[config.mk]
export PLATFORM = sky130hd
export DESIGN_NAME = fb_scanout_ctrl
export DESIGN_NICKNAME = d
export VERILOG_FILES = /design/src/rtl/fb_pkg.sv /design/src/rtl/fb_sync_fifo.sv /design/src/rtl/fb_scanout_ctrl.sv
export SDC_FILE = /design/constraint.sdc
export NUM_CORES = 1
export LEC_CHECK = 0
export BUFFER_PORTS_ARGS = -buffer_cell sky130_fd_sc_hd__buf_4
export CAP_MARGIN = 5
export CORE_MARGIN = 2
export CORE_UTILIZATION = 45
export CTS_BUF_LIST = sky130_fd_sc_hd__clkbuf_8
export CTS_CLUSTER_SIZE = 25
export DETAILED_ROUTE_END_ITERATION = 8
export PLACE_DENSITY = 0.73
export SYNTH_ARGS = -nofsm -noshare
export SYNTH_HDL_FRONTEND = slang
export SYNTH_SLANG_ARGS = --single-unit
[constraint.sdc]
create_clock -name clk_i -period 1.85 [get_ports clk_i]
set_input_delay 0.2775 -clock clk_i [delete_from_list [all_inputs] [get_ports clk_i]]
set_output_delay 0.2775 -clock clk_i [all_outputs]
set_load 0.03 [all_outputs]
[src/rtl/fb_pkg.sv]
`default_nettype none
// +----------------------------------------------------------------------------+
// | fb_pkg                                                                     |
// | Shared types, tag layout and sizing helper for the frame-buffer scanout.   |
// | Revision: 1.0                                                              |
// +----------------------------------------------------------------------------+
package fb_pkg;

    typedef enum logic [1:0] {
        ST_IDLE  = 2'd0,
        ST_RUN   = 2'd1,
        ST_DRAIN = 2'd2
    } fb_state_e;

    // Tag travelling alongside each outstanding read
    localparam int c_tag_valid = 0;
    localparam int c_tag_sof   = 1;
    localparam int c_tag_eof   = 2;
    localparam int c_tag_w     = 3;

    // ceil(log2(value)), never below 1 so it can size a vector directly
    function automatic int fb_clog2(input int value);
        int r;
        r = 0;
        for (int i = 0; i < 32; i++) begin
            if ((64'd1 << r) < 64'(value)) begin
                r = r + 1;
            end
        end
        if (r < 1) begin
            r = 1;
        end
        return r;
    endfunction

endpackage
`default_nettype wire

[src/rtl/fb_sync_fifo.sv]
`default_nettype none
// +----------------------------------------------------------------------------+
// | fb_sync_fifo                                                               |
// | Show-ahead synchronous FIFO with registered storage and occupancy count.   |
// | Revision: 1.0                                                              |
// +----------------------------------------------------------------------------+
module fb_sync_fifo
    import fb_pkg::*;
#(
    parameter int DEPTH = 4,
    parameter int WIDTH = 18
) (
    input  logic                          clk_i,
    input  logic                          resetn_i,
    input  logic                          push_i,
    input  logic [WIDTH-1:0]              push_data_i,
    input  logic                          pop_i,
    output logic [WIDTH-1:0]              pop_data_o,
    output logic                          empty_o,
    output logic [fb_clog2(DEPTH+1)-1:0]  count_o
);

    localparam int c_ptr_w = fb_clog2(DEPTH);
    localparam int c_cnt_w = fb_clog2(DEPTH + 1);
    localparam logic [c_ptr_w-1:0] c_last_ptr = c_ptr_w'(DEPTH - 1);

    logic [WIDTH-1:0]   r_mem [DEPTH];
    logic [c_ptr_w-1:0] r_wr_ptr;
    logic [c_ptr_w-1:0] r_rd_ptr;
    logic [c_cnt_w-1:0] r_count;
    logic               w_pop_ok;

    assign w_pop_ok   = pop_i && (r_count != '0);
    assign empty_o    = (r_count == '0);
    assign count_o    = r_count;
    assign pop_data_o = r_mem[r_rd_ptr];

    for (genvar i = 0; i < DEPTH; i++) begin : g_slot
        always_ff @(posedge clk_i or negedge resetn_i) begin
            if (!resetn_i) begin
                r_mem[i] <= '0;
            end else if (push_i && (r_wr_ptr == c_ptr_w'(i))) begin
                r_mem[i] <= push_data_i;
            end
        end
    end

    always_ff @(posedge clk_i or negedge resetn_i) begin
        if (!resetn_i) begin
            r_wr_ptr <= '0;
            r_rd_ptr <= '0;
            r_count  <= '0;
        end else begin
            if (push_i) begin
                r_wr_ptr <= (r_wr_ptr == c_last_ptr) ? '0 : r_wr_ptr + c_ptr_w'(1);
            end
            if (w_pop_ok) begin
                r_rd_ptr <= (r_rd_ptr == c_last_ptr) ? '0 : r_rd_ptr + c_ptr_w'(1);
            end
            case ({push_i, w_pop_ok})
                2'b10:   r_count <= r_count + c_cnt_w'(1);
                2'b01:   r_count <= r_count - c_cnt_w'(1);
                default: r_count <= r_count;
            endcase
        end
    end

endmodule
`default_nettype wire

[src/rtl/fb_scanout_ctrl.sv]
`default_nettype none
// +----------------------------------------------------------------------------+
// | fb_scanout_ctrl                                                            |
// | Walks a frame of frame_buffer addresses and streams pixels with sof/eof.   |
// | Revision: 1.0                                                              |
// +----------------------------------------------------------------------------+
module fb_scanout_ctrl
    import fb_pkg::*;
#(
    parameter int ADDR_WIDTH   = 12,
    parameter int DATA_WIDTH   = 16,
    parameter int FRAME_PIXELS = 4096,
    parameter int BASE_ADDR    = 0,
    parameter int RD_LATENCY   = 2,
    parameter int FIFO_DEPTH   = 4
) (
    input  logic                  clk_i,
    input  logic                  resetn_i,
    input  logic                  start_i,
    input  logic                  stop_i,
    output logic                  busy_o,
    output logic                  frame_done_o,
    output logic [ADDR_WIDTH-1:0] addr_rd_o,
    input  logic [DATA_WIDTH-1:0] rd_data_i,
    output logic                  m_valid_o,
    input  logic                  m_ready_i,
    output logic [DATA_WIDTH-1:0] m_data_o,
    output logic                  m_sof_o,
    output logic                  m_eof_o
);

    localparam int c_cnt_w  = fb_clog2(FRAME_PIXELS + 1);
    localparam int c_inf_w  = fb_clog2(RD_LATENCY + 1);
    localparam int c_fcnt_w = fb_clog2(FIFO_DEPTH + 1);
    localparam int c_ent_w  = DATA_WIDTH + 2;
    localparam logic [c_cnt_w-1:0]    c_frame_pix = c_cnt_w'(FRAME_PIXELS);
    localparam logic [c_cnt_w-1:0]    c_last_pix  = c_cnt_w'(FRAME_PIXELS - 1);
    localparam logic [ADDR_WIDTH-1:0] c_base      = ADDR_WIDTH'(BASE_ADDR);

    fb_state_e                          r_state;
    fb_state_e                          w_state_nxt;
    logic                               r_aborted;
    logic                               w_aborted_nxt;
    logic                               w_start_acc;
    logic [c_cnt_w-1:0]                 r_pix_cnt;
    logic [ADDR_WIDTH-1:0]              r_addr;
    logic [RD_LATENCY-1:0][c_tag_w-1:0] r_tag;
    logic [c_inf_w-1:0]                 r_inflight;
    logic [c_tag_w-1:0]                 w_new_tag;
    logic                               w_issue;
    logic                               w_credit_ok;
    logic                               w_push;
    logic                               w_pop;
    logic                               w_fifo_empty;
    logic                               w_drain_done;
    logic [c_fcnt_w-1:0]                w_fifo_count;
    logic [c_ent_w-1:0]                 w_push_entry;
    logic [c_ent_w-1:0]                 w_pop_entry;

    // Every read in the tag pipe has a FIFO slot reserved, so the FIFO cannot overflow
    assign w_credit_ok  = (int'(r_inflight) + int'(w_fifo_count)) < FIFO_DEPTH;
    assign w_issue      = (r_state == ST_RUN) && (r_pix_cnt < c_frame_pix) &&
                          !stop_i && w_credit_ok;
    assign w_push       = r_tag[RD_LATENCY-1][c_tag_valid];
    assign w_push_entry = {r_tag[RD_LATENCY-1][c_tag_eof],
                           r_tag[RD_LATENCY-1][c_tag_sof], rd_data_i};
    assign w_pop        = !w_fifo_empty && m_ready_i;
    assign w_drain_done = (r_inflight == '0) && w_fifo_empty;

    assign busy_o       = (r_state != ST_IDLE);
    assign frame_done_o = (r_state == ST_DRAIN) && w_drain_done && !r_aborted;
    assign addr_rd_o    = r_addr;
    assign m_valid_o    = !w_fifo_empty;
    assign {m_eof_o, m_sof_o, m_data_o} = w_pop_entry;

    always_comb begin
        w_new_tag              = '0;
        w_new_tag[c_tag_valid] = w_issue;
        w_new_tag[c_tag_sof]   = (r_pix_cnt == '0);
        w_new_tag[c_tag_eof]   = (r_pix_cnt == c_last_pix);
    end

    always_comb begin
        w_state_nxt   = r_state;
        w_aborted_nxt = r_aborted;
        w_start_acc   = 1'b0;
        case (r_state)
            ST_IDLE: begin
                if (start_i) begin
                    w_state_nxt   = ST_RUN;
                    w_aborted_nxt = 1'b0;
                    w_start_acc   = 1'b1;
                end
            end
            ST_RUN: begin
                if (stop_i) begin
                    w_state_nxt   = ST_DRAIN;
                    w_aborted_nxt = 1'b1;
                end else if (w_issue && (r_pix_cnt == c_last_pix)) begin
                    w_state_nxt = ST_DRAIN;
                end
            end
            ST_DRAIN: begin
                if (w_drain_done) begin
                    w_state_nxt = ST_IDLE;
                end
            end
            default: begin
                w_state_nxt = ST_IDLE;
            end
        endcase
    end

    always_ff @(posedge clk_i or negedge resetn_i) begin
        if (!resetn_i) begin
            r_state   <= ST_IDLE;
            r_aborted <= 1'b0;
        end else begin
            r_state   <= w_state_nxt;
            r_aborted <= w_aborted_nxt;
        end
    end

    always_ff @(posedge clk_i or negedge resetn_i) begin
        if (!resetn_i) begin
            r_pix_cnt <= '0;
            r_addr    <= '0;
        end else begin
            if (w_start_acc) begin
                r_pix_cnt <= '0;
            end else if (w_issue) begin
                r_pix_cnt <= r_pix_cnt + c_cnt_w'(1);
            end
            if (w_issue) begin
                r_addr <= c_base + ADDR_WIDTH'(r_pix_cnt);
            end
        end
    end

    // Tag exits the last stage exactly when the buffer's read data is valid
    always_ff @(posedge clk_i or negedge resetn_i) begin
        if (!resetn_i) begin
            r_tag      <= '0;
            r_inflight <= '0;
        end else begin
            r_tag[0] <= w_new_tag;
            for (int i = 1; i < RD_LATENCY; i++) begin
                r_tag[i] <= r_tag[i-1];
            end
            case ({w_issue, w_push})
                2'b10:   r_inflight <= r_inflight + c_inf_w'(1);
                2'b01:   r_inflight <= r_inflight - c_inf_w'(1);
                default: r_inflight <= r_inflight;
            endcase
        end
    end

    fb_sync_fifo #(
        .DEPTH (FIFO_DEPTH),
        .WIDTH (c_ent_w)
    ) u_fifo (
        .clk_i       (clk_i),
        .resetn_i    (resetn_i),
        .push_i      (w_push),
        .push_data_i (w_push_entry),
        .pop_i       (w_pop),
        .pop_data_o  (w_pop_entry),
        .empty_o     (w_fifo_empty),
        .count_o     (w_fifo_count)
    );

endmodule
`default_nettype wire

## After elaboration in Yosys (flattened, before gate mapping)

Cells that the tools add are included.

| storage, ports and cells | value |
|---|---|
| word-level logic and storage cells | 89 |
| bits in registers | 115 |
| bits of input ports | 21 |

| operators by class | value |
|---|---|
| add/subtract/negate cells | 8 |
| magnitude comparators | 3 |
| mux-type cells | 19 |
| bitwise logic cells | 1 |
| reductions and logical operators | 29 |
| eq/ne operators | 15 |

Operator list:

| kind | count |
|---|---|
| $bmux W18 S2 | 1 |
| $mux W18 | 2 |
| $mux W13 | 2 |
| $add A13 B1 Y13 const B | 1 |
| $eq A13 B12 Y1 const B | 1 |
| $logic_and A1 B1 Y1 | 13 |
| $logic_not A13 Y1 | 1 |
| $lt A13 B13 Y1 const B | 1 |
| $eq A2 B2 Y1 const B | 6 |
| $mux W2 | 6 |
| $reduce_bool A2 Y1 | 5 |
| $eq A2 B1 Y1 const B | 4 |
| $add A2 B1 Y2 const B | 3 |
| $logic_not A2 Y1 | 3 |
| $ne A2 B2 Y1 const B | 3 |
| $pmux W2 S3 | 1 |
| $pmux W3 S2 | 1 |
| $reduce_and A3 Y1 | 2 |
| $add A2 B3 Y4 | 1 |
| $lt A4 B3 Y1 const B | 1 |
| $mux W1 | 4 |
| $pmux W2 S2 | 1 |
| $add A3 B1 Y3 const B | 1 |
| $ge A3 B3 Y1 const B | 1 |
| other kinds (8) | 10 |

## Depth between registers and ports, before layout

Gate-level depths: netlist of run 1.

| depth | value |
|---|---|
| depth in word-level cells | 8 |
| mapped depth | 9 |
| gate-level depth less buffers | 9 |

## Cells and area by module

From an unflattened synthesis of run 1, not the netlist that was laid out.

| unflattened totals | value |
|---|---|
| cells, all modules | 382 |
| area total of the unflattened synthesis | 5437.7 um^2 |

Modules (own cells, without submodules):

| module | cells each | area each (um^2) | instances |
|---|---|---|---|
| fb_sync_fifo | 210 | 3756.1 | 1 |
| fb_scanout_ctrl | 172 | 1681.6 | 1 |

## Worst setup path before layout of run 1

No wires, ideal clock.

| timing | value |
|---|---|
| kind | register to output |
| start point | register u_fifo.r_count[1] (netlist: u_fifo.count_o[1]) |
| end point | output port frame_done_o |
| path slack | -627 ps |
| arrival time | 2199 ps |
| path buffers | 0 |
| required time | 1572 ps |
| cell stages (with the launch flop) | 4 |
| cell sequence | dfrtp_1 -> or3_1 -> or3_1 -> nor4_1 |

| on the way | value |
|---|---|
| word-level cells in the longest chain between the ends | 4 |

RTL lines:

| what | RTL line | RTL |
|---|---|---|
| from (decl) | fb_sync_fifo.sv:30 | `logic [c_cnt_w-1:0] r_count;` |
| from (signal assigned) | fb_sync_fifo.sv:61 | `2'b10: r_count <= r_count + c_cnt_w'(1);` |
| from (signal assigned) | fb_sync_fifo.sv:62 | `2'b01: r_count <= r_count - c_cnt_w'(1);` |
| from (signal assigned) | fb_sync_fifo.sv:63 | `default: r_count <= r_count;` |
| $logic_not A3 Y1 | fb_sync_fifo.sv:34 | `assign empty_o = (r_count == '0);` |
| $logic_and A1 B1 Y1 | fb_scanout_ctrl.sv:68 | `assign w_drain_done = (r_inflight == '0) && w_fifo_empty;` |
| $logic_and A1 B1 Y1 (2 in series) | fb_scanout_ctrl.sv:71 | `assign frame_done_o = (r_state == ST_DRAIN) && w_drain_done && !r_aborted;` |
| to (decl) | fb_scanout_ctrl.sv:22 | `output logic frame_done_o,` |

Every way passes these cells.

## Worst setup path in the final report of run 1

| timing | value |
|---|---|
| start point | register u_fifo.r_count[2] (netlist: u_fifo.count_o[2]) |
| end point | output port frame_done_o |

Same word-level chain as after synthesis.

==> out/metrics.cfg, run 1 <==
[status]
status=complete, but fails checks
violations=negative setup slack

[floorplanning]
ios=54
die_h_um=110
die_w_um=110
coreArea_mm2=0.0109
die_area_mm2=0.0122
initial_utilization_pct=46.4
rows=38

[setup_path]
crit_arrival_ns=1.89
critPathTopFamily=simple AND/OR/NAND/NOR gates
path_common_cell=or3_4
max_stage_delay_ns=0.40
cp_max_fo=3
crit_type=reg -> out
crit_path_start_kind=flop
worst-path-buf-inv=1
cp_slowest_cell=or3_4
cp-end-kind=primary output
path_cells=or3_4 -> or3_4 -> nor4_4 -> buf_4
required_ns=1.57

[place]
place_congestion=0.770
placed_area_mm2=0.00586
dp_hpwl_um=6430
port_buffers=53
place_inst=557

[clock_tree]
root_buffer=clkbuf_8
htree_levels=4
cts_tree=built
clock_path_buffers=2
path_clk_slew_ns=0.06
cts_buffers=17
clk-insertion-delay-late_ns=0.43
clock_sinks=115

[pwr]
p_leak_nw=2.95
ir_drop_uv=1110
finalPower_mw=10.7
power.density_mw_per_mm2=1630

[logic_synthesis]
synth-seq-cells=115
synth_warnings=0
synth-main-ff-cell=dfrtp_1
synthCells=356
synth_cell_types=34
seq_area_frac_synth_pct=56.7
netlist_area_mm2=0.00508
syn_avg_cell_area_um2=14.3
synth_async_sr_flop_share_pct=100
synth_edf_count=0
synth_fp_nets=388

[cells_and_area]
num_antenna_cells=0
fin_area_mm2=0.00652
nNetsFinal=481
layout_common_cells=dfrtp_1 (114), mux2_2 (81), buf_4 (55)
drive_above_1_share_pct=50.4
stdcell_count=602
syn2layout_area_growth_pct=28.4
final_common_cell=dfrtp_1

[sta]
timing.final.crit_share_pct=117
maxSlewHeadroom_pct=67.4
setup_viol=37
finalHoldViolCount=0
fmax_mhz=461
holdWs_ns=0.105
setup_ws_ns=-0.318
grt_setup_unrepaired=true
fin_worst_skew_ns=0.00559
final.setup.tns_ns=-4.08
drv_slew=0
worst_pin_slew_ns=0.489
fin_crit_ns=2.17

[route]
drtPass1Iterations=6
routed_via_density=5.28
vias=3180
totalWireLength_um=10100
wire_per_inst_um=16.7
drtAntennaViolNets=0
drt_first_iter_violations=182
drc_errors=0

[global_routing]
grt_pass1_vias=3224
grt_first_pass_wirelength_um=15800
grt_usage_pct=17.7
overflow=0
grt_max_degree=49
antenna_found_initial=0

[hold_path]
hold_class=in -> reg

[flow_run]
drv_cap=0

==> Yosys cell counts, types with 2 or more instances <==
cell,n,share of area (%)
clkbuf_1,6,0.44
nor3_1,2,0.20
nand4_2,2,0.49
xnor2_1,4,0.69
buf_2,7,0.69
xor2_1,5,0.86
nor2_1,8,0.59
o31ai_1,5,0.74
nand4_1,2,0.25
nand2_1,24,1.8
dfrtp_1,115,57
a21oi_1,10,0.99
mux2_2,81,18
mux4_2,18,8.0
or4_1,5,0.74
o21ai_0,10,0.99
ha_1,10,2.5
nor4_1,3,0.37
and3_1,3,0.37
or3_1,6,0.74
nand3_1,3,0.30
inv_1,15,1.1
==> final timing paths <==
| kind | endpoint | from | cells after the start | slack [ns] |
|---|---|---|---|---|
| max | frame_done_o | u_fifo.count_o[2]$_DFFE_PN0P_ | 4 | -0.32 |
| min in group asynchronous | u_fifo.r_mem[13]$_DFFE_PN0P_ | resetn_i | 2 | 0.35 |
| max reg2reg | r_pix_cnt[8]$_DFFE_PN0P_ | u_fifo.count_o[1]$_DFFE_PN0P_ | 8 | -0.19 |
| max in group asynchronous | u_fifo.r_mem[6]$_DFFE_PN0P_ | resetn_i | 3 | 0.92 |
| min | u_fifo.r_mem[37]$_DFFE_PN0P_ | rd_data_i[1] | 2 | 0.11 |
| min reg2reg | r_tag[3]$_DFF_PN0_ | r_tag[0]$_DFF_PN0_ | 0 | 0.35 |
==> repair_timing <==
action,CTS,global route
endpoints found under the setup margin,19,36
pin swaps,0,11
endpoints found under the hold margin,28,0
gates resized for setup,23,19
hold buffers,1,0
setup buffers,3,8
cloned,1,1
==> sequential cells by signal, indices dropped and copies added (netlist names) <==
register and cells:
u_fifo.r_mem 72, r_pix_cnt 13, addr_rd_o 12, r_tag 6
u_fifo.count_o 3, r_inflight 2, r_state 2, u_fifo.r_rd_ptr 2
u_fifo.r_wr_ptr 2, r_aborted 1
==> layer usage <==
metal | track usage [%] | vias up | wire (µm)
li1 | - | 1480 | -
met1 | 22.1 | 1624 | 4370
met2 | 29.0 | 62 | 5120
met3 | 6.06 | 14 | 458
met4 | 6.16 | 0 | 124
met5 | 0 | - | 0
==> where the power goes <==
part           switching [mW]  internal, mW  total (mW)
clock network           0.926          1.11        2.03
registers               0.509          3.43        3.94
logic                    2.12          2.56        4.68
==> stage by stage <==
step	setup WS [ns]	util [%]
6_report	-0.318	59.6
2_1_floorplan	-0.0277	-
4_1_cts	-0.356	58.4
3_5_place_dp	0.00809	53.6
3_3_place_gp	0.0790	53.6
5_1_grt	-0.396	59.6
==> cell type report <==
type	instances	area [µm²]
sequential	115	2880
fill	888	4420
clock buffer	23	317
inverter	15	58.8
multi-input combinational	213	2170
timing repair buffer	87	877
clock inverter	9	38.8
tap	140	175
==> logic make-up after synthesis <==
logic type,after synthesis,synth area share [%]
flip-flops,115,56.7
multiplexers,100,26.1
AND/OR/NAND/NOR,64,7.24
AO/OA/AOI/OAI,29,3.30
buffers and inverters,28,2.24
adder cells (fa/ha/maj),11,2.86
XOR/XNOR,9,1.55
Power figures use the tool's default switching activity.
==> run 2: changes to the inputs <==
--- a/config.mk
+++ b/config.mk
@@ -12,7 +12,7 @@
 export CTS_BUF_LIST = sky130_fd_sc_hd__clkbuf_8
 export CTS_CLUSTER_SIZE = 25
 export DETAILED_ROUTE_END_ITERATION = 8
-export PLACE_DENSITY = 0.73
+export PLACE_DENSITY = 0.75
 export SYNTH_ARGS = -nofsm -noshare
 export SYNTH_HDL_FRONTEND = slang
 export SYNTH_SLANG_ARGS = --single-unit
==> constraint.sdc (replaced) <==
create_clock -name clk_i -period 2.7 [get_ports clk_i]
set_input_delay 0.405 -clock clk_i [delete_from_list [all_inputs] [get_ports clk_i]]
set_output_delay 0.405 -clock clk_i [all_outputs]
set_load 0.03 [all_outputs]
==> run 2 against run 1 <==
Effect of this change: flip-flop and latch count did not move; clock power fell by 16%; highest routed layer unchanged; the run ends with negative hold slack left; first-iteration DRC count is 19% lower; register-to-register slack gained 0.81 ns.
==> out/metrics.cfg, run 2 (same netlist as run 1, synthesis figures left out) <==
[sta]
fmax_mhz=410
timing.final.crit_share_pct=90.4
fin_worst_skew_ns=0.00875
maxSlewHeadroom_pct=55.4
drv_slew=0
setup_viol=0
worst_pin_slew_ns=0.669
finalHoldViolCount=6
fin_crit_ns=2.44
final.setup.tns_ns=0
grt_setup_unrepaired=false
holdWs_ns=-0.00575

[setup_path]
required_ns=2.30
cp_slowest_cell=or3_1
cp_max_fo=4
cp-end-kind=primary output
reg2reg_setup_slack_ns=0.62
path_common_cell=or3_1
crit_path_start_kind=flop
max_stage_delay_ns=0.42
crit_arrival_ns=2.04
path_cells=or3_1 -> or3_1 -> nor4_1 -> buf_4
critPathTopFamily=simple AND/OR/NAND/NOR gates
worst-path-buf-inv=1
crit_type=reg -> out

[route]
totalWireLength_um=9490
wire_per_inst_um=16.5
drtAntennaViolNets=0
vias=3116
drt_first_iter_violations=148
routed_via_density=5.42
drtPass1Iterations=4
drc_errors=0

[status]
status=complete, but fails checks
violations=negative hold slack

[cells_and_area]
largest_reg_flops=72
nNetsFinal=455
fill_cells=887
syn2layout_area_growth_pct=20.1
drive_above_1_share_pct=45.3
final_common_cell=dfrtp_1
top_register=u_fifo.r_mem
layout_common_cells=dfrtp_1 (115), mux2_2 (81), buf_4 (60)
num_antenna_cells=0

[global_routing]
grt_usage_pct=17.7
overflow=0
antenna_found_initial=0
grt_first_pass_wirelength_um=15900
grt_pass1_vias=3295
grt_max_degree=53

[clock_tree]
hold_buffers=0
clock_path_buffers=2
cts_tree=built
htree_levels=4
cts_buffers=17
path_clk_slew_ns=0.07
root_buffer=clkbuf_8
cts_resized=0
clk-insertion-delay-late_ns=0.43
cts_setup_buffers=0
clock_sinks=115

[floorplanning]
ios=54
coreArea_mm2=0.0109
die_h_um=110
die_w_um=110
rows=38
initial_utilization_pct=46.4
die_area_mm2=0.0122

[place]
port_buffers=53
dp_hpwl_um=6430
place_congestion=0.745

[pwr]
power.density_mw_per_mm2=1150
ir_drop_uv=658
p_leak_nw=2.77

[hold_path]
hold_class=in -> async

[flow_run]
drv_cap=0

## run 2: routing by layer
layer	track usage [%]	part of all wire (%)
met3	4.70	4.1
met2	29.9	52
met1	21.0	42
met5	0	0
met4	8.93	2.2
## run 2: cell type report
class	instances	area, µm²	area share, %
timing repair buffer	61	470	7.71
clock buffer	18	248	4.06
tap	140	175	2.87
clock inverter	13	185	3.04
multi-input combinational	213	2090	34.2
sequential	115	2880	47.2
inverter	15	56.3	0.923
## run 2: worst paths after layout
check / startpoint / endpoint / cells past startpoint
worst max-delay path: u_fifo.count_o[1]$_DFFE_PN0P_ / frame_done_o / 4
worst min-delay path: resetn_i / u_fifo.r_mem[65]$_DFFE_PN0P_ / 1
worst max register to register: r_inflight[1]$_DFFE_PN0P_ / r_pix_cnt[8]$_DFFE_PN0P_ / 5
worst min register to register: r_tag[1]$_DFF_PN0_ / r_tag[4]$_DFF_PN0_ / 0
max in group asynchronous: resetn_i / addr_rd_o[5]$_DFFE_PN0P_ / 2
min in group clk_i: rd_data_i[3] / u_fifo.r_mem[39]$_DFFE_PN0P_ / 2
## run 2: power breakdown
group | internal (mW) | switching, mW
combinational | 1.32 | 1.30
sequential | 2.35 | 0.355
clock | 1.02 | 0.692
## run 2: stage by stage
| stage | util (%) | area, µm² | cells | total power, mW | worst slack [ns] |
|---|---|---|---|---|---|
| after CTS | 55.8 | 6100 | 575 | 7.12 | 0.219 |
| final | 55.8 | 6100 | 575 | 7.03 | 0.260 |
| after global placement | 51.8 | 5670 | 544 | 5.24 | 0.706 |
| after global routing | 55.8 | 6100 | 575 | 7.46 | 0.139 |
| after detailed placement | 51.8 | 5670 | 544 | 5.38 | 0.635 |
| after floorplan | - | 5080 | 356 | 4.65 | 0.0957 |
## run 2: worst register-to-register path, cell delays in order, from the launching register on
cell     delay (ns)
dfrtp_1        0.41
ha_1           0.21
nor3_2         0.30
nand3_4        0.34
or4_1          0.60
a21oi_1        0.15
==> run 3: changes to the inputs <==
--- a/config.mk
+++ b/config.mk
@@ -12,7 +12,8 @@
 export CTS_BUF_LIST = sky130_fd_sc_hd__clkbuf_8
 export CTS_CLUSTER_SIZE = 25
 export DETAILED_ROUTE_END_ITERATION = 8
-export PLACE_DENSITY = 0.75
+export PLACE_DENSITY = 0.77
+export RECOVER_POWER = 100
 export SYNTH_ARGS = -nofsm -noshare
 export SYNTH_HDL_FRONTEND = slang
 export SYNTH_SLANG_ARGS = --single-unit
==> constraint.sdc (replaced) <==
create_clock -name clk_i -period 2.1 [get_ports clk_i]
set_input_delay 0.315 -clock clk_i [delete_from_list [all_inputs] [get_ports clk_i]]
set_output_delay 0.315 -clock clk_i [all_outputs]
set_load 0.03 [all_outputs]
==> run 3 against run 2 <==
Effect of this change: the flow finishes with violations (negative setup slack); clock skew is 0.0067 ns higher; cell area is 2.7% higher; worst setup slack worse by 0.37 ns; global-route usage is 0.18 points higher; sequential power is 30% higher; largest cell class unchanged; register-to-register slack worse by 0.64 ns.
==> out/metrics.cfg, run 3 (same netlist as run 1, synthesis figures left out) <==
[floorplanning]
die_area_mm2=0.0122
coreArea_mm2=0.0109
die_h_um=110
initial_utilization_pct=46.4
ios=54
rows=38
die_w_um=110

[clock_tree]
cts_buffers=17
clock_sinks=115
root_buffer=clkbuf_8
path_clk_slew_ns=0.07
cts_tree=built
clock_path_buffers=2
htree_levels=4
clk-insertion-delay-late_ns=0.44

[pwr]
p_leak_nw=2.80
ir_drop_uv=1140
finalPower_mw=9.78
power.density_mw_per_mm2=1560

[place]
port_buffers=53
place_congestion=0.744
placed_area_mm2=0.00574
dp_hpwl_um=6460

[cells_and_area]
final_core_utilization_pct=57.3
top_register=u_fifo.r_mem
syn2layout_area_growth_pct=23.3
layout_common_cells=dfrtp_1 (114), mux2_2 (81), nand2_1 (24), buf_4 (24)
drive_above_1_share_pct=43.0
fill_cells=890
nNetsFinal=463
largest_reg_flops=72
final_common_cell=dfrtp_1
fin_area_mm2=0.00626
num_antenna_cells=0

[sta]
grt_setup_unrepaired=true
setup_ws_ns=-0.115
maxSlewHeadroom_pct=38.3
fmax_mhz=451
finalHoldViolCount=0
drv_slew=0
fin_worst_skew_ns=0.0154
fin_crit_ns=2.22
worst_pin_slew_ns=0.925
timing.final.crit_share_pct=105
setup_viol=2

[setup_path]
path_common_cell=or3_4
cp-end-kind=primary output
crit_path_start_kind=flop
r2r_end=r_pix_cnt[11]$_DFFE_PN0P_
critPathTopFamily=simple AND/OR/NAND/NOR gates
worst-path-buf-inv=1
cp_max_fo=3
crit_arrival_ns=1.90
max_stage_delay_ns=0.40
r2r-start=u_fifo.count_o[1]$_DFFE_PN0P_
crit_type=reg -> out
reg2regPathDepth=6
reg2reg_setup_slack_ns=-0.02
path_cells=or3_4 -> or3_4 -> nor4_4 -> buf_6
cp_slowest_cell=or3_4
required_ns=1.78

[route]
drtAntennaViolNets=0
totalWireLength_um=10100
routed_via_density=5.37
vias=3137
wire_per_inst_um=17.3
drt_first_iter_violations=169
drtPass1Iterations=5
drc_errors=0

[global_routing]
grt_max_degree=45
grt_usage_pct=17.9
grt_first_pass_wirelength_um=16200
overflow=0
grt_pass1_vias=3317
antenna_found_initial=0

[hold_path]
hold_class=in -> reg
min_to=u_fifo.r_mem[61]$_DFFE_PN0P_
holdPathStages=2
min-delay-start=rd_data_i[7]

[status]
violations=negative setup slack
status=complete, but fails checks

[flow_run]
drv_cap=0

[run 3: cell types whose count changed in the layout (fill, tap and decap cells not counted), moves of 3 or more]
cell	before	now
buf_4	60	24
buf_6	0	18
clkbuf_2	0	8
inv_1	15	18
clkbuf_1	0	14
bufinv_16	4	7
clkinv_4	4	0
[run 3: power by group]
group          switching, mW  internal, mW
clock network          0.868          1.66
registers              0.498          3.02
logic                   1.76          1.97
total                   3.13          6.65
[run 3: worst max-delay path by stage]
stage	startpoint	to	slack, ns	cells after the start
CTS	u_fifo.count_o[1]$_DFFE_PN0P_	frame_done_o	-0.12	4
floorplan	u_fifo.count_o[1]$_DFFE_PN0P_	u_fifo.count_o[1]$_DFFE_PN0P_	0.09	7
global placement	u_fifo.count_o[1]$_DFFE_PN0P_	u_fifo.count_o[2]$_DFFE_PN0P_	0.22	9
global route	u_fifo.count_o[1]$_DFFE_PN0P_	frame_done_o	-0.21	4
detailed placement	u_fifo.count_o[1]$_DFFE_PN0P_	u_fifo.count_o[1]$_DFFE_PN0P_	0.14	7
finish	u_fifo.count_o[1]$_DFFE_PN0P_	frame_done_o	-0.12	4
[run 3: repair_timing]
action,in CTS,in global routing
setup buffers,2,0
hold buffers,1,0
cloned,0,1
resized for setup,3,19
hold endpoints to repair,33,0
endpoints found under the setup margin,1,17
pin swaps,0,0
[run 3: routing by layer]
layer	GRT usage [%]	part of all wire [%]
met1	22.0	44
met2	30.4	50
met3	4.59	4.1
met4	7.05	1.2
met5	0	0
[run 3: through the flow]
stage               setup WS [ns]  instances  TNS [ns]  hold slack, ns
floorplan                  0.0877        356         0          0.0194
global placement            0.222        548         0           0.304
detailed placement          0.145        548         0           0.315
CTS                        -0.124        583    -0.124           0.113
global route               -0.207        584    -0.770           0.115
finish                     -0.115        584    -0.137           0.136
[run 3: cell type report]
cell class	count	area (µm²)	area share, %
well taps	140	175	2.80
inverters	15	56.3	0.899
clock inverters	14	241	3.86
multi-input cells	213	2110	33.6
repair buffers	69	558	8.91
flip-flops and latches	115	2880	46.0
clock buffers	18	248	3.96
